[config.mk]
export PLATFORM = sky130hd
export DESIGN_NAME = ex_div
export DESIGN_NICKNAME = d
export VERILOG_FILES = /design/src/rtl/ex_div_pkg.sv /design/src/rtl/ex_div_dff_en.sv /design/src/rtl/ex_div.sv
export SDC_FILE = /design/constraint.sdc
export NUM_CORES = 1
export LEC_CHECK = 0
export CAP_MARGIN = 20
export CORE_ASPECT_RATIO = 1.2
export CORE_MARGIN = 1.5
export CORE_UTILIZATION = 40
export DETAILED_ROUTE_END_ITERATION = 8
export PLACE_DENSITY_LB_ADDON = 0.2
export REMOVE_ABC_BUFFERS = 1
export SLEW_MARGIN = 15
export SYNTH_ARGS = -nofsm -noshare
export SYNTH_HDL_FRONTEND = slang
export SYNTH_SLANG_ARGS = --single-unit
[constraint.sdc]
create_clock -name clk -period 4.4 [get_ports clk]
set_clock_uncertainty 0.05 [all_clocks]
set_input_delay 0.66 -clock clk [delete_from_list [all_inputs] [get_ports clk]]
set_output_delay 0.66 -clock clk [all_outputs]
set_load 0.1 [all_outputs]
[src/rtl/ex_div_pkg.sv]
// rtl/ex_div_pkg.sv - shared op and state encodings for the EX-stage divider
package ex_div_pkg;

    localparam logic [1:0] DIV_OP_DIV  = 2'b00;
    localparam logic [1:0] DIV_OP_DIVU = 2'b01;
    localparam logic [1:0] DIV_OP_REM  = 2'b10;
    localparam logic [1:0] DIV_OP_REMU = 2'b11;

    typedef enum logic [1:0] {
        EX_DIV_IDLE = 2'd0,
        EX_DIV_CALC = 2'd1,
        EX_DIV_FIX  = 2'd2,
        EX_DIV_DONE = 2'd3
    } ex_div_state_e;

    // Odd encodings are the unsigned flavours, upper bit selects remainder.
    function automatic logic op_is_signed(input logic [1:0] op);
        return ~op[0];
    endfunction

    function automatic logic op_is_rem(input logic [1:0] op);
        return op[1];
    endfunction

endpackage

[src/rtl/ex_div_dff_en.sv]
// rtl/ex_div_dff_en.sv - enabled flop primitive with asynchronous active-high reset
module ex_div_dff_en #(
    parameter int W = 1
) (
    input  logic         clk,
    input  logic         rst,
    input  logic         en_i,
    input  logic [W-1:0] d_i,
    output logic [W-1:0] q_o
);

    always_ff @(posedge clk or posedge rst) begin
        if (rst) begin
            q_o <= '0;
        end else if (en_i) begin
            q_o <= d_i;
        end
    end

endmodule

[src/rtl/ex_div.sv]
// rtl/ex_div.sv - iterative radix-2 RV32M divider; DIV_RESULT_CACHE_EN adds a last-result cache
module ex_div
    import ex_div_pkg::*;
#(
    parameter int XLEN  = 32,
    parameter int CNT_W = $clog2(XLEN)
) (
    input  logic            clk,
    input  logic            rst,
    input  logic            start_i,
    input  logic [1:0]      op_i,
    input  logic [XLEN-1:0] rs1_i,
    input  logic [XLEN-1:0] rs2_i,
    input  logic            flush_i,
    output logic            busy_o,
    output logic            done_o,
    output logic [XLEN-1:0] result_o
);

    localparam logic [XLEN-1:0] INT_MIN = {1'b1, {(XLEN-1){1'b0}}};

    ex_div_state_e   state_q, state_d;
    logic [1:0]      op_q, op_d;
    logic [XLEN-1:0] dvd_q, dvd_d;
    logic [XLEN-1:0] dvs_q, dvs_d;
    logic [XLEN-1:0] rem_q, rem_d;
    logic [XLEN-1:0] result_q, result_d;
    logic            neg_quo_q, neg_quo_d;
    logic            neg_rem_q, neg_rem_d;
    logic [CNT_W-1:0] cnt_q, cnt_d;
    logic            cnt_en;

    logic            in_signed;
    logic            div_zero;
    logic            div_ovf;
    logic [XLEN-1:0] abs1, abs2;
    logic [XLEN:0]   rem_sh;
    logic            rem_geq;
    logic [XLEN-1:0] rem_sub;
    logic [XLEN-1:0] quo_fix, rem_fix;

`ifdef DIV_RESULT_CACHE_EN
    logic            c_vld_q, c_vld_d;
    logic [XLEN-1:0] c_rs1_q, c_rs1_d;
    logic [XLEN-1:0] c_rs2_q, c_rs2_d;
    logic            c_sgn_q, c_sgn_d;
    logic [XLEN-1:0] c_quo_q, c_quo_d;
    logic [XLEN-1:0] c_rem_q, c_rem_d;
    logic [XLEN-1:0] key1_q, key1_d;
    logic [XLEN-1:0] key2_q, key2_d;
    logic            c_hit;
`endif

    assign in_signed = op_is_signed(op_i);
    assign div_zero  = (rs2_i == '0);
    assign div_ovf   = in_signed && (rs1_i == INT_MIN) && (rs2_i == '1);
    assign abs1      = (in_signed && rs1_i[XLEN-1]) ? ('0 - rs1_i) : rs1_i;
    assign abs2      = (in_signed && rs2_i[XLEN-1]) ? ('0 - rs2_i) : rs2_i;

    // Partial remainder keeps its top bit in the compare so large divisors stay exact.
    assign rem_sh  = {rem_q, dvd_q[XLEN-1]};
    assign rem_geq = (rem_sh >= {1'b0, dvs_q});
    assign rem_sub = rem_sh[XLEN-1:0] - dvs_q;

    assign quo_fix = neg_quo_q ? ('0 - dvd_q) : dvd_q;
    assign rem_fix = neg_rem_q ? ('0 - rem_q) : rem_q;

`ifdef DIV_RESULT_CACHE_EN
    assign c_hit = c_vld_q && (rs1_i == c_rs1_q) && (rs2_i == c_rs2_q) && (in_signed == c_sgn_q);
`endif

    always_comb begin
        state_d   = state_q;
        op_d      = op_q;
        dvd_d     = dvd_q;
        dvs_d     = dvs_q;
        rem_d     = rem_q;
        result_d  = result_q;
        neg_quo_d = neg_quo_q;
        neg_rem_d = neg_rem_q;
        cnt_en    = 1'b0;
        cnt_d     = cnt_q + CNT_W'(1);
`ifdef DIV_RESULT_CACHE_EN
        c_vld_d   = c_vld_q;
        c_rs1_d   = c_rs1_q;
        c_rs2_d   = c_rs2_q;
        c_sgn_d   = c_sgn_q;
        c_quo_d   = c_quo_q;
        c_rem_d   = c_rem_q;
        key1_d    = key1_q;
        key2_d    = key2_q;
`endif
        case (state_q)
            EX_DIV_IDLE: begin
                if (start_i) begin
                    op_d = op_i;
                    if (div_zero) begin
                        result_d = op_is_rem(op_i) ? rs1_i : '1;
                        state_d  = EX_DIV_DONE;
                    end else if (div_ovf) begin
                        result_d = op_is_rem(op_i) ? '0 : INT_MIN;
                        state_d  = EX_DIV_DONE;
`ifdef DIV_RESULT_CACHE_EN
                    end else if (c_hit) begin
                        result_d = op_is_rem(op_i) ? c_rem_q : c_quo_q;
                        state_d  = EX_DIV_DONE;
`endif
                    end else begin
                        dvd_d     = abs1;
                        dvs_d     = abs2;
                        rem_d     = '0;
                        neg_quo_d = in_signed && (rs1_i[XLEN-1] ^ rs2_i[XLEN-1]);
                        neg_rem_d = in_signed && rs1_i[XLEN-1];
                        cnt_en    = 1'b1;
                        cnt_d     = '0;
                        state_d   = EX_DIV_CALC;
`ifdef DIV_RESULT_CACHE_EN
                        key1_d    = rs1_i;
                        key2_d    = rs2_i;
`endif
                    end
                end
            end
            EX_DIV_CALC: begin
                cnt_en = 1'b1;
                rem_d  = rem_geq ? rem_sub : rem_sh[XLEN-1:0];
                dvd_d  = {dvd_q[XLEN-2:0], rem_geq};
                if (cnt_q == CNT_W'(XLEN-1)) begin
                    state_d = EX_DIV_FIX;
                end
            end
            EX_DIV_FIX: begin
                result_d = op_is_rem(op_q) ? rem_fix : quo_fix;
                state_d  = EX_DIV_DONE;
`ifdef DIV_RESULT_CACHE_EN
                c_vld_d  = 1'b1;
                c_rs1_d  = key1_q;
                c_rs2_d  = key2_q;
                c_sgn_d  = op_is_signed(op_q);
                c_quo_d  = quo_fix;
                c_rem_d  = rem_fix;
`endif
            end
            EX_DIV_DONE: begin
                state_d = EX_DIV_IDLE;
            end
            default: begin
                state_d = EX_DIV_IDLE;
            end
        endcase

        // Flush overrides everything: no start, no completion, result untouched.
        if (flush_i) begin
            state_d  = EX_DIV_IDLE;
            result_d = result_q;
            op_d     = op_q;
`ifdef DIV_RESULT_CACHE_EN
            if (state_q == EX_DIV_CALC || state_q == EX_DIV_FIX) begin
                c_vld_d = 1'b0;
            end else begin
                c_vld_d = c_vld_q;
            end
`endif
        end
    end

    always_ff @(posedge clk or posedge rst) begin
        if (rst) begin
            state_q   <= EX_DIV_IDLE;
            op_q      <= '0;
            dvd_q     <= '0;
            dvs_q     <= '0;
            rem_q     <= '0;
            result_q  <= '0;
            neg_quo_q <= 1'b0;
            neg_rem_q <= 1'b0;
        end else begin
            state_q   <= state_d;
            op_q      <= op_d;
            dvd_q     <= dvd_d;
            dvs_q     <= dvs_d;
            rem_q     <= rem_d;
            result_q  <= result_d;
            neg_quo_q <= neg_quo_d;
            neg_rem_q <= neg_rem_d;
        end
    end

`ifdef DIV_RESULT_CACHE_EN
    always_ff @(posedge clk or posedge rst) begin
        if (rst) begin
            c_vld_q <= 1'b0;
            c_rs1_q <= '0;
            c_rs2_q <= '0;
            c_sgn_q <= 1'b0;
            c_quo_q <= '0;
            c_rem_q <= '0;
            key1_q  <= '0;
            key2_q  <= '0;
        end else begin
            c_vld_q <= c_vld_d;
            c_rs1_q <= c_rs1_d;
            c_rs2_q <= c_rs2_d;
            c_sgn_q <= c_sgn_d;
            c_quo_q <= c_quo_d;
            c_rem_q <= c_rem_d;
            key1_q  <= key1_d;
            key2_q  <= key2_d;
        end
    end
`endif

    ex_div_dff_en #(.W(CNT_W)) u_cnt (
        .clk  (clk),
        .rst  (rst),
        .en_i (cnt_en),
        .d_i  (cnt_d),
        .q_o  (cnt_q)
    );

    assign busy_o   = (state_q == EX_DIV_CALC) || (state_q == EX_DIV_FIX);
    assign done_o   = (state_q == EX_DIV_DONE);
    assign result_o = result_q;

endmodule

==> implementation parameters, run 1 <==
Parameter                              Value

Clock tree
  Number of clock sinks seen by CTS ... 138
  Hold-fix buffers, CTS ... 0
  Buffer levels on the longest clock path ... 2
  Number of buffers created by CTS ... 17
  Total of cells resized after clock tree synthesis ... 0
  Clk Latency, worst-skew pair ... 0.43 ns
  Post-CTS clock slew at the launch and capture registers of the worst setup and hold paths ... 0.07 ns
  Cell at the root of the clock tree ... sky130_fd_sc_hd__clkbuf_16
  H-tree levels ... 4
  CTS tree ... built
  Setup Fix Bufs, Post-CTS ... 0

Timing
  Final worst-path cycle share ... 0.9118
  Worst path setup slack after routing ... 0.3883 ns
  Min cycle time layout ... 4.012 ns
  Final hold violations ... 0
  Maximum clock frequency ... 249.3 MHz
  Hold Worst Slack ... 0.4267 ns
  Final Max Tran Viols ... 0
  Setup tns final ... 0 ns
  Worst Max-Slew Pin Slew ... 0.9963 ns
  Slew Limit Headroom ... 0.3358
  Setup repair after global routing missed its margin ... false
  Setup violations, final ... 0

Run
  Number of max-cap violations ... 0

Yosys
  Synth async-reset ratio ... 1.000
  Mapped Cells ... 1,369
  Cell type contributing the most total cell area after synthesis ... sky130_fd_sc_hd__dfrtp_1
  Count of different cell masters after synthesis ... 76
  Mapped Area ... 0.01096 mm2
  Fraction of post-synthesis cell area in the top cell type by area ... 0.3151
  Most frequently used flop master after synthesis ... sky130_fd_sc_hd__dfrtp_1
  Mean Syn Cell Area ... 8.004 um2
  Number of warnings issued by yosys ... 0
  Count of flip-flops with a built-in enable after synthesis ... 0
  Synth area leaders ... sky130_fd_sc_hd__dfrtp_1 32%, sky130_fd_sc_hd__xnor2_1 6.3%, sky130_fd_sc_hd__a21oi_1 5.8%
  Top-count cell post-synth ... sky130_fd_sc_hd__nand2_1
  Commonest cells in the netlist ... 154 x sky130_fd_sc_hd__nand2_1, 138 x sky130_fd_sc_hd__dfrtp_1, 128 x sky130_fd_sc_hd__a21oi_1, 127 x sky130_fd_sc_hd__o21ai_0, 116 x sky130_fd_sc_hd__nor2_1
  Seq cells post-synth ... 138
  Register area share after synthesis ... 0.3151

GRT
  Initial antenna violation count ... 0
  Via count of the first global-routing pass ... 9,659
  Residual overflow from global routing ... 0
  Global-route wire length before repair ... 52.03 mm
  Maximum number of pins on one net before global-route repair ... 86
  Global routing usage summed across all routing layers ... 0.2307

Power and ir drop
  Overall power of the completed layout ... 7.842 mW
  Switching power total ... 3.672 mW
  Internal power contribution ... 4.170 mW
  Worst ir drop on vdd ... 0.4044 mV
  Proportion of total power due to net switching ... 0.4683
  Portion of total power attributed to the clock network ... 0.222
  Cell leakage power ... 5.559 nW
  Combinational Power Share ... 0.509
  Cell area power density ... 599.2 mW/mm2
  Share of power burned in registers ... 0.270

Placed design
  DP Area ... 0.01237 mm2
  Number of placed instances with taps included ... 1,764
  Worst setup slack before clock tree synthesis ... 0.4056 ns
  HPWL after DPL ... 23.79 mm
  Total of buffers placed on input and output ports ... 103
  Weighted congestion reported at the end of routability-driven placement ... 0.8650

Floorplanning
  Top-level I/O count ... 104
  Die area ... 0.02840 mm2
  Width of the chip ... 154.1 um
  Starting utilization of the core area ... 0.4058
  Height of the die ... 184.3 um
  Number of core rows ... 66
  Placeable core region ... 0.02700 mm2

Critical path
  Sort of element at the end of the critical path ... register
  Cells traversed along the worst timing path ... inv_1 -> ha_1 -> inv_1 -> fa_1 -> a21o_1 -> a221oi_2 -> a21oi_1 -> a2111oi_0 -> o31ai_1 -> a21oi_1 -> o221a_2 -> xor2_1 -> o211ai_1
  Required @ worst endpoint ... 4.65 ns
  Slowest cell on the critical path ... sky130_fd_sc_hd__a2111oi_0
  Critical path start-end classification ... reg -> reg
  Crit-path max FO ... 6
  Worst setup SP type ... register
  CP max stage delay ... 0.74 ns
  Number of buffers and inverters on the critical path ... 2
  Worst EP arrival ... 4.26 ns
  Dominant delay contributor by cell family on the critical path ... compound AO/OA/AOI/OAI gates

Final layout
  Fin nets ... 1,558
  Final core utilization ... 0.4846
  Ant diodes ... 0
  Area growth from synthesis to layout ... 19.42%
  Final cell area excluding filler cells ... 0.01309 mm2
  Fraction of final layout cells sized beyond drive strength 1 ... 0.06383
  Number of cells in the finished layout apart from fillers ... 1,797

Route
  DRT antenna net count ... 0
  Vias/cell ... 5.666
  DRC violation total after the first TritonRoute iteration ... 721
  DR vias ... 10,181
  Wire length after detailed routing ... 31.74 mm
  Post-route DRC ... 0
  Routed wirelength normalized by instance count ... 17.66 um
  Length of the first detailed-routing pass in iterations ... 6

Hold path
  Hold WC Path Type ... reg -> reg

Run status
  Run status ... finished, final reports clean
cells by family after synthesis:
logic type / count (synthesis) / share of synthesized area
AOI/OAI and AO/OA: 438 / 0.2501
xor gates and xnor gates: 144 / 0.1151
adders and majority gates: 44 / 0.05093
buffers and inverters: 138 / 0.05070
DFF: 138 / 0.3151
muxes: 25 / 0.02318
and+or+nand+nor: 442 / 0.1949
power groups by stage:
stage,Sequential [mW],Clock (mW),Combinational (mW)
finish,2.12,1.74,3.99
CTS,2.13,1.75,3.97
floorplan,2.73,0,2.24
detailed placement,2.14,0,3.94
global route,2.19,1.81,4.40
global placement,2.14,0,3.92
sequential cells by signal, summed over array words and instances, names as in the netlist:
name       flops
dvs_q         32
state_q        2
rem_q         32
neg_rem_q      1
dvd_q         32
op_q           1
result_o      32
neg_quo_q      1
u_cnt.q_o      5
cell type report:
class                      count  area, um2
fill                        2628      13920
inverter                      63      241.5
sequential                   138       3453
clock inverter                14      266.5
multi-input combinational   1093       6974
timing repair buffer         131       1286
tap                          340      425.4
clock buffer                  18      439.2
placed cells by master, fill, tap and decap left out, types with 14 or more instances in the layout:
cell type,n
sky130_fd_sc_hd__nand2_1,154
sky130_fd_sc_hd__dfrtp_1,138
sky130_fd_sc_hd__a21oi_1,128
sky130_fd_sc_hd__o21ai_0,127
sky130_fd_sc_hd__nor2_1,115
sky130_fd_sc_hd__clkdlybuf4s50_1,103
sky130_fd_sc_hd__xnor2_1,79
sky130_fd_sc_hd__xor2_1,65
sky130_fd_sc_hd__inv_1,60
sky130_fd_sc_hd__ha_1,42
sky130_fd_sc_hd__o31ai_1,39
sky130_fd_sc_hd__nand4_1,31
sky130_fd_sc_hd__nor3_1,25
sky130_fd_sc_hd__a21o_1,25
sky130_fd_sc_hd__buf_4,24
sky130_fd_sc_hd__mux2i_1,22
sky130_fd_sc_hd__nand3_1,20
sky130_fd_sc_hd__clkbuf_16,17
sky130_fd_sc_hd__o211ai_1,16
sky130_fd_sc_hd__or3_1,14
worst reg2reg max path: stages, from the launching register on:
cell and delay, ns:
sky130_fd_sc_hd__dfrtp_1 0.40, sky130_fd_sc_hd__inv_1 0.20, sky130_fd_sc_hd__ha_1 0.21, sky130_fd_sc_hd__inv_1 0.05
sky130_fd_sc_hd__fa_1 0.40, sky130_fd_sc_hd__a21o_1 0.20, sky130_fd_sc_hd__a221oi_2 0.38, sky130_fd_sc_hd__a21oi_1 0.17
sky130_fd_sc_hd__a2111oi_0 0.74, sky130_fd_sc_hd__o31ai_1 0.34, sky130_fd_sc_hd__a21oi_1 0.24, sky130_fd_sc_hd__o221a_2 0.22
sky130_fd_sc_hd__xor2_1 0.19, sky130_fd_sc_hd__o211ai_1 0.11
worst paths after layout:
kind                              from           end  slack, ns  cells after the start
max                          dvd_q[31]     rem_q[28]       0.39                     13
min                        result_o[7]   result_o[7]       0.43                      1
max reg2reg                  dvd_q[31]     rem_q[28]       0.39                     13
min reg2reg                result_o[7]   result_o[7]       0.43                      1
max in group asynchronous          rst     rem_q[19]       2.67                      3
min in group asynchronous          rst  u_cnt.q_o[2]       0.67                      2
layer usage:
layer,vias up,part of all wire,wire (um),track usage
li1,5086,-,-,-
met1,4799,0.46,14640,0.3157
met2,267,0.48,15250,0.3871
met3,29,0.042,1341,0.02163
met4,0,0.016,505,0.06796
met5,-,0,0,0
No activity file was read; power rests on OpenSTA's default activity.
==> run 2, diff against run 1 <==
--- a/config.mk
+++ b/config.mk
@@ -6,13 +6,15 @@
 export NUM_CORES = 1
 export LEC_CHECK = 0
 export CAP_MARGIN = 20
+export CELL_PAD_IN_SITES_DETAIL_PLACEMENT = 1
+export CELL_PAD_IN_SITES_GLOBAL_PLACEMENT = 1
 export CORE_ASPECT_RATIO = 1.2
 export CORE_MARGIN = 1.5
 export CORE_UTILIZATION = 40
 export DETAILED_ROUTE_END_ITERATION = 8
 export PLACE_DENSITY_LB_ADDON = 0.2
 export REMOVE_ABC_BUFFERS = 1
-export SLEW_MARGIN = 15
+export SLEW_MARGIN = 20
 export SYNTH_ARGS = -nofsm -noshare
 export SYNTH_HDL_FRONTEND = slang
 export SYNTH_SLANG_ARGS = --single-unit
==> run 2 against run 1 <==
Against the previous run:
- fmax is 5.6% higher
- critical path depth is 1 higher
- sequential power hardly changed
- flip-flop and latch count stayed put
- utilization is 0.39 points lower
- sequential share of layout area is 0.22 points higher
- global-route usage is 2.5 points higher
- die area stayed put
- setup slack better by 0.21 ns
==> implementation parameters, run 2 (synthesis gave the netlist of run 1 again) <==
Parameter                              Value

Final layout
  Number of cells in the finished layout apart from fillers ... 1,794 (-0.17%)
  Register area ... 0.003455 mm2 (about the same)
  Ant diodes ... 0 (unchanged)
  Final cell area excluding filler cells ... 0.01298 mm2 (-0.80%)
  Most frequent cells in the layout ... 154 x sky130_fd_sc_hd__nand2_1, 137 x sky130_fd_sc_hd__dfrtp_1, 128 x sky130_fd_sc_hd__a21oi_1, 127 x sky130_fd_sc_hd__o21ai_0, 115 x sky130_fd_sc_hd__nor2_1
  Multi-input gate area in the final layout ... 0.006974 mm2 (unchanged)
  Final core utilization ... 0.4807 (-0.003892)
  Number of filler cells placed in the layout ... 3,262 (+24%)
  Area growth from synthesis to layout ... 18.46%
  Fin nets ... 1,555 (-0.19%)
  Most common library cell in the layout ignoring fill and taps ... sky130_fd_sc_hd__nand2_1
  Fraction of final layout cells sized beyond drive strength 1 ... 0.06190 (-0.001932)

Hold path
  Hold EP ... result_o[15]
  Hold WC Path Type ... reg -> reg
  Hold path start ... result_o[15]
  Number of instances on the worst hold path ... 1 (unchanged)

Floorplanning
  Number of core rows ... 66 (unchanged)
  Top-level I/O count ... 104 (unchanged)
  Starting utilization of the core area ... 0.4058 (unchanged)
  Placeable core region ... 0.02700 mm2 (unchanged)
  Width of the chip ... 154.1 um (unchanged)
  Height of the die ... 184.3 um (unchanged)
  Die area ... 0.02840 mm2 (unchanged)

Critical path
  Worst EP arrival ... 4.06 ns (-0.20 ns)
  Sort of element at the end of the critical path ... register
  FF-to-FF End ... rem_q[28]
  Critical path start-end classification ... reg -> reg
  Worst reg2reg path startpoint ... dvd_q[31]
  Required @ worst endpoint ... 4.66 ns (about the same)
  Depth of the most critical reg-to-reg path ... 14 (+1)
  Crit-path max FO ... 6 (unchanged)
  Slack of the worst reg-to-reg path ... 0.60 ns (+0.21 ns)
  Worst setup SP type ... register

Timing
  Worst Max-Slew Pin Slew ... 1.012 ns (+0.01597 ns)
  Setup repair after global routing missed its margin ... false
  Slew Limit Headroom ... 0.3251 (-0.01065)
  Maximum clock frequency ... 263.1 MHz (+5.6%)
  Final worst-path cycle share ... 0.8637 (-0.04805)
  Min cycle time layout ... 3.800 ns (-0.2114 ns)
  Final Max Tran Viols ... 0 (unchanged)
  Final hold violations ... 0 (unchanged)
  Setup violations, final ... 0 (unchanged)

Clock tree
  Post-CTS clock slew at the launch and capture registers of the worst setup and hold paths ... 0.06 ns (about the same)
  Buffer levels on the longest clock path ... 2 (unchanged)
  Clk Latency, worst-skew pair ... 0.43 ns (about the same)
  Setup Fix Bufs, Post-CTS ... 0 (unchanged)
  Cell at the root of the clock tree ... sky130_fd_sc_hd__clkbuf_16
  H-tree levels ... 4 (unchanged)
  Hold-fix buffers, CTS ... 0 (unchanged)
  Total of cells resized after clock tree synthesis ... 0 (unchanged)
  Number of clock sinks seen by CTS ... 138 (unchanged)
  CTS tree ... built
  Number of buffers created by CTS ... 17 (unchanged)

GRT
  Maximum number of pins on one net before global-route repair ... 81 (-5.8%)
  Residual overflow from global routing ... 0 (unchanged)
  Via count of the first global-routing pass ... 10,767 (+11%)
  Initial antenna violation count ... 1 (+1)
  Global routing usage summed across all routing layers ... 0.2560 (+0.02531)
  Global-route wire length before repair ... 57.52 mm (+11%)

Route
  DRC violation total after the first TritonRoute iteration ... 556 (-23%)
  Length of the first detailed-routing pass in iterations ... 5 (-1)
  Vias/cell ... 5.825 (+2.8%)
  DR vias ... 10,450 (+2.6%)
  Wire length after detailed routing ... 35.17 mm (+11%)
  Post-route DRC ... 0 (unchanged)
  Routed wirelength normalized by instance count ... 19.60 um (+11%)
  DRT antenna net count ... 0 (unchanged)

Power and ir drop
  Worst ir drop on vdd ... 0.2996 mV (-26%)
  Cell leakage power ... 5.521 nW (-0.70%)
  Overall power of the completed layout ... 7.772 mW (-0.89%)
  Cell area power density ... 598.7 mW/mm2 (about the same)

Placed design
  DP Area ... 0.01234 mm2 (-0.22%)
  HPWL after DPL ... 26.33 mm (+11%)
  Weighted congestion reported at the end of routability-driven placement ... 0.8685 (+0.40%)
  Total of buffers placed on input and output ports ... 103 (unchanged)
  Number of placed instances with taps included ... 1,762 (-0.11%)

Run status
  Run status ... finished, final reports clean

Run
  Number of max-cap violations ... 0 (unchanged)
## run 2: worst max-delay path, stage by stage (launching register included)
cell                        delay [ns]
sky130_fd_sc_hd__dfrtp_1          0.42
sky130_fd_sc_hd__inv_1            0.21
sky130_fd_sc_hd__ha_1             0.23
sky130_fd_sc_hd__inv_1            0.06
sky130_fd_sc_hd__fa_1             0.41
sky130_fd_sc_hd__a21o_1           0.21
sky130_fd_sc_hd__a221oi_2         0.35
sky130_fd_sc_hd__a21oi_1          0.23
sky130_fd_sc_hd__a2111oi_0        0.42
sky130_fd_sc_hd__buf_4            0.19
sky130_fd_sc_hd__o31ai_1          0.15
sky130_fd_sc_hd__a21oi_1          0.22
sky130_fd_sc_hd__o221a_2          0.21
sky130_fd_sc_hd__xor2_1           0.19
sky130_fd_sc_hd__o211ai_1         0.10
## run 2: worst max path at each step
stage                       end  cells after the start      start  slack [ns]
floorplan              rem_q[0]                     10   rs1_i[0]       -1.62
global placement    result_o[5]                     11   rs2_i[0]        0.34
detailed placement  result_o[8]                     12   rs2_i[0]        0.22
CTS                   rem_q[28]                     14  dvd_q[31]        0.54
global route          rem_q[28]                     14  dvd_q[31]        0.33
finish                rem_q[28]                     14  dvd_q[31]        0.60
## run 2: per-layer routing
layer / vias up / wire length [um] / global-route usage
li1: 5061 / - / -
met1: 5127 / 15930 / 0.3248
met2: 211 / 17210 / 0.4485
met3: 51 / 1209 / 0.03315
met4: 0 / 814 / 0.08660
met5: - / 0 / 0
## run 2: power breakdown
part	switching (mW)	internal (mW)	total (mW)
combinational	2.71	1.32	4.04
clock	0.579	1.02	1.59
sequential	0.459	1.68	2.14
## run 2: cell type report
| type | count | area share |
|---|---|---|
| clock inverter | 13 | 0.01533 |
| clock buffer | 19 | 0.03412 |
| timing repair buffer | 128 | 0.09581 |
| multi-input combinational | 1093 | 0.5373 |
| tap | 340 | 0.03277 |
| inverter | 63 | 0.01860 |
| sequential | 138 | 0.2661 |
## run 2: through the flow
| step | worst slack [ns] | hold WS, ns | TNS (ns) |
|---|---|---|---|
| 4_1_cts | 0.5412 | 0.4302 | 0 |
| 5_1_grt | 0.3344 | 0.4519 | 0 |
| 2_1_floorplan | -1.616 | 0.4350 | -78.95 |
| 3_5_place_dp | 0.2151 | 0.4165 | 0 |
| 6_report | 0.5997 | 0.4249 | 0 |
| 3_3_place_gp | 0.3427 | 0.4096 | 0 |
==> run 3, diff against run 2 <==
--- a/config.mk
+++ b/config.mk
@@ -9,7 +9,6 @@
 export CELL_PAD_IN_SITES_DETAIL_PLACEMENT = 1
 export CELL_PAD_IN_SITES_GLOBAL_PLACEMENT = 1
 export CORE_ASPECT_RATIO = 1.2
-export CORE_MARGIN = 1.5
 export CORE_UTILIZATION = 40
 export DETAILED_ROUTE_END_ITERATION = 8
 export PLACE_DENSITY_LB_ADDON = 0.2
==> constraint.sdc (replaced) <==
create_clock -name clk -period 4.4 [get_ports clk]
set_clock_uncertainty 0.05 [all_clocks]
set_input_delay 0.66 -clock clk [delete_from_list [all_inputs] [get_ports clk]]
set_output_delay 0.66 -clock clk [all_outputs]
set_load 0.05 [all_outputs]
==> run 3 against run 2 <==
Against the previous run:
- combinational power fell by 9.4%
- fmax fell by 2.3%
- clock power fell by 15%
- via count rose by 0.28%
- critical endpoint unchanged
- largest cell class unchanged
==> implementation parameters, run 3 (synthesis gave the netlist of run 1 again) <==
Parameter                              Value

Floorplanning
  Top-level I/O count ... 104 (unchanged)
  Die area ... 0.02806 mm2 (-1.2%)
  Starting utilization of the core area ... 0.4058 (unchanged)
  Width of the chip ... 153.1 um (-0.65%)
  Height of the die ... 183.3 um (-0.54%)
  Number of core rows ... 66 (unchanged)
  Placeable core region ... 0.02700 mm2 (unchanged)

Final layout
  Most frequent cells in the layout ... 154 x sky130_fd_sc_hd__nand2_1, 138 x sky130_fd_sc_hd__dfrtp_1, 128 x sky130_fd_sc_hd__a21oi_1, 127 x sky130_fd_sc_hd__o21ai_0, 115 x sky130_fd_sc_hd__nor2_1
  Fraction of final layout cells sized beyond drive strength 1 ... 0.05701 (-0.004893)
  Number of cells in the finished layout apart from fillers ... 1,796 (+0.11%)
  Number of filler cells placed in the layout ... 3,265 (+0.092%)
  Multi-input gate area in the final layout ... 0.006974 mm2 (unchanged)
  Final core utilization ... 0.4771 (-0.003614)
  Area growth from synthesis to layout ... 17.57%
  Most common library cell in the layout ignoring fill and taps ... sky130_fd_sc_hd__nand2_1
  Ant diodes ... 0 (unchanged)
  Register area ... 0.003453 mm2 (about the same)
  Fin nets ... 1,558 (+0.19%)

Power and ir drop
  Combinational Power Share ... 0.513 (-0.007)
  Worst ir drop on vdd ... 0.2823 mV (-5.8%)
  Cell leakage power ... 5.480 nW (-0.73%)
  Proportion of total power due to net switching ... 0.4627 (-0.02019)
  Portion of total power attributed to the clock network ... 0.189 (-0.016)
  Share of power burned in registers ... 0.297 (+0.022)
  Cell area power density ... 553.5 mW/mm2 (-7.6%)
  Switching power total ... 3.299 mW (-12%)
  Internal power contribution ... 3.831 mW (-4.7%)

Timing
  Final hold violations ... 0 (unchanged)
  Setup tns final ... 0 ns (unchanged)
  Maximum clock frequency ... 257.2 MHz (-2.3%)
  Worst Max-Slew Pin Slew ... 1.079 ns (+0.06621 ns)
  Setup repair after global routing missed its margin ... false
  Slew Limit Headroom ... 0.2810 (-0.04414)
  Final worst-path cycle share ... 0.8837 (+0.02003)
  Min cycle time layout ... 3.888 ns (+0.08813 ns)
  Setup violations, final ... 0 (unchanged)
  Final Max Tran Viols ... 0 (unchanged)

Placed design
  Weighted congestion reported at the end of routability-driven placement ... 0.8505 (-2.1%)
  HPWL after DPL ... 26.55 mm (+0.85%)
  Total of buffers placed on input and output ports ... 103 (unchanged)
  Number of placed instances with taps included ... 1,765 (+0.17%)

Clock tree
  Number of clock sinks seen by CTS ... 138 (unchanged)
  Cell at the root of the clock tree ... sky130_fd_sc_hd__clkbuf_16
  Hold-fix buffers, CTS ... 0 (unchanged)
  Buffer levels on the longest clock path ... 2 (unchanged)
  Post-CTS clock slew at the launch and capture registers of the worst setup and hold paths ... 0.06 ns (about the same)
  Clk Latency, worst-skew pair ... 0.43 ns (about the same)
  Setup Fix Bufs, Post-CTS ... 0 (unchanged)
  Number of buffers created by CTS ... 17 (unchanged)
  Total of cells resized after clock tree synthesis ... 0 (unchanged)
  H-tree levels ... 4 (unchanged)
  CTS tree ... built

GRT
  Global-route wire length before repair ... 57.88 mm (+0.62%)
  Initial antenna violation count ... 0 (-1)
  Maximum number of pins on one net before global-route repair ... 86 (+6.2%)
  Global routing usage summed across all routing layers ... 0.2597 (+0.003633)
  Residual overflow from global routing ... 0 (unchanged)
  Via count of the first global-routing pass ... 10,824 (+0.53%)

Run status
  Run status ... finished, final reports clean

Route
  DR vias ... 10,479 (+0.28%)
  Vias/cell ... 5.835 (+0.17%)
  Wire length after detailed routing ... 35.14 mm (about the same)
  Length of the first detailed-routing pass in iterations ... 5 (unchanged)
  Routed wirelength normalized by instance count ... 19.56 um (-0.21%)
  Post-route DRC ... 0 (unchanged)
  DRT antenna net count ... 0 (unchanged)
  DRC violation total after the first TritonRoute iteration ... 512 (-7.9%)

Hold path
  Hold path start ... result_o[8]
  Hold WC Path Type ... reg -> reg

Critical path
  Required @ worst endpoint ... 4.65 ns (about the same)
  Launching element of the worst setup path ... dvd_q[31]
  Critical path start-end classification ... reg -> reg
  Worst setup SP type ... register
  Crit-path max FO ... 6 (unchanged)
  Worst EP arrival ... 4.14 ns (+0.08 ns)
  Worst reg2reg path startpoint ... dvd_q[31]
  Sort of element at the end of the critical path ... register

Run
  Number of max-cap violations ... 0 (unchanged)
## run 3: cell types whose count changed in the layout (fill, tap and decap cells not counted)
| cell | before | now |
|---|---|---|
| sky130_fd_sc_hd__buf_12 | 2 | 1 |
| sky130_fd_sc_hd__buf_4 | 23 | 27 |
| sky130_fd_sc_hd__bufinv_16 | 5 | 1 |
| sky130_fd_sc_hd__clkbuf_1 | 1 | 9 |
| sky130_fd_sc_hd__clkbuf_8 | 1 | 3 |
| sky130_fd_sc_hd__clkinv_2 | 5 | 1 |
| sky130_fd_sc_hd__clkinv_4 | 1 | 0 |
| sky130_fd_sc_hd__clkinvlp_4 | 2 | 0 |
| sky130_fd_sc_hd__dfrtp_1 | 137 | 138 |
| sky130_fd_sc_hd__dfrtp_2 | 1 | 0 |
## run 3: worst paths after layout
| path | end | slack [ns] | cells after the start |
|---|---|---|---|
| worst max register to register | rem_q[28] | 0.51 | 14 |
| max in group asynchronous | dvs_q[21] | 2.86 | 3 |
| worst min register to register | result_o[8] | 0.42 | 1 |
| worst min-delay path | result_o[8] | 0.42 | 1 |
| worst max-delay path | rem_q[28] | 0.51 | 14 |
| min in group asynchronous | result_o[2] | 0.60 | 2 |
## run 3: cell type report
type / instances / share of cell area
Sequential cell: 138 / 0.2680
Tap cell: 340 / 0.03302
Timing Repair Buffer: 131 / 0.09731
Clock buffer: 29 / 0.03885
Clock inverter: 2 / 0.002719
Multi-Input combinational cell: 1093 / 0.5413
Inverter: 63 / 0.01874
## run 3: per-layer routing
layer | up-vias | GRT usage | share of wire
li1 | 5059 | - | -
met1 | 5170 | 0.3277 | 0.45
met2 | 207 | 0.4616 | 0.50
met3 | 43 | 0.03237 | 0.033
met4 | 0 | 0.07677 | 0.020
met5 | - | 0 | 0
## run 3: stage by stage
stage | area [um2] | total power, mW | hold WS (ns) | setup WS (ns)
after CTS | 12880 | 7.162 | 0.4277 | 0.5014
after detailed placement | 12350 | 5.775 | 0.4146 | 0.3015
after global routing | 12880 | 7.647 | 0.4512 | 0.3358
after global placement | 12350 | 5.668 | 0.4086 | 0.3824
after floorplan | 10640 | 4.578 | 0.4350 | -1.616
final | 12880 | 7.131 | 0.4231 | 0.5116
## run 3: worst max-delay path: stages (launching register included)
cell	delay, ns
sky130_fd_sc_hd__dfrtp_1	0.42
sky130_fd_sc_hd__inv_1	0.22
sky130_fd_sc_hd__ha_1	0.23
sky130_fd_sc_hd__inv_1	0.06
sky130_fd_sc_hd__fa_1	0.40
sky130_fd_sc_hd__a21o_1	0.21
sky130_fd_sc_hd__a221oi_2	0.34
sky130_fd_sc_hd__a21oi_1	0.22
sky130_fd_sc_hd__a2111oi_0	0.46
sky130_fd_sc_hd__buf_4	0.20
sky130_fd_sc_hd__o31ai_1	0.16
sky130_fd_sc_hd__a21oi_1	0.23
sky130_fd_sc_hd__o221a_2	0.22
sky130_fd_sc_hd__xor2_1	0.23
sky130_fd_sc_hd__o211ai_1	0.11
## run 3: power groups by stage
stage	Sequential (mW)	Combinational [mW]	Clock (mW)
3_3_place_gp	2.12	3.55	0
2_1_floorplan	2.37	2.21	0
4_1_cts	2.12	3.67	1.37
5_1_grt	2.19	4.04	1.42
6_report	2.12	3.66	1.35
3_5_place_dp	2.14	3.64	0
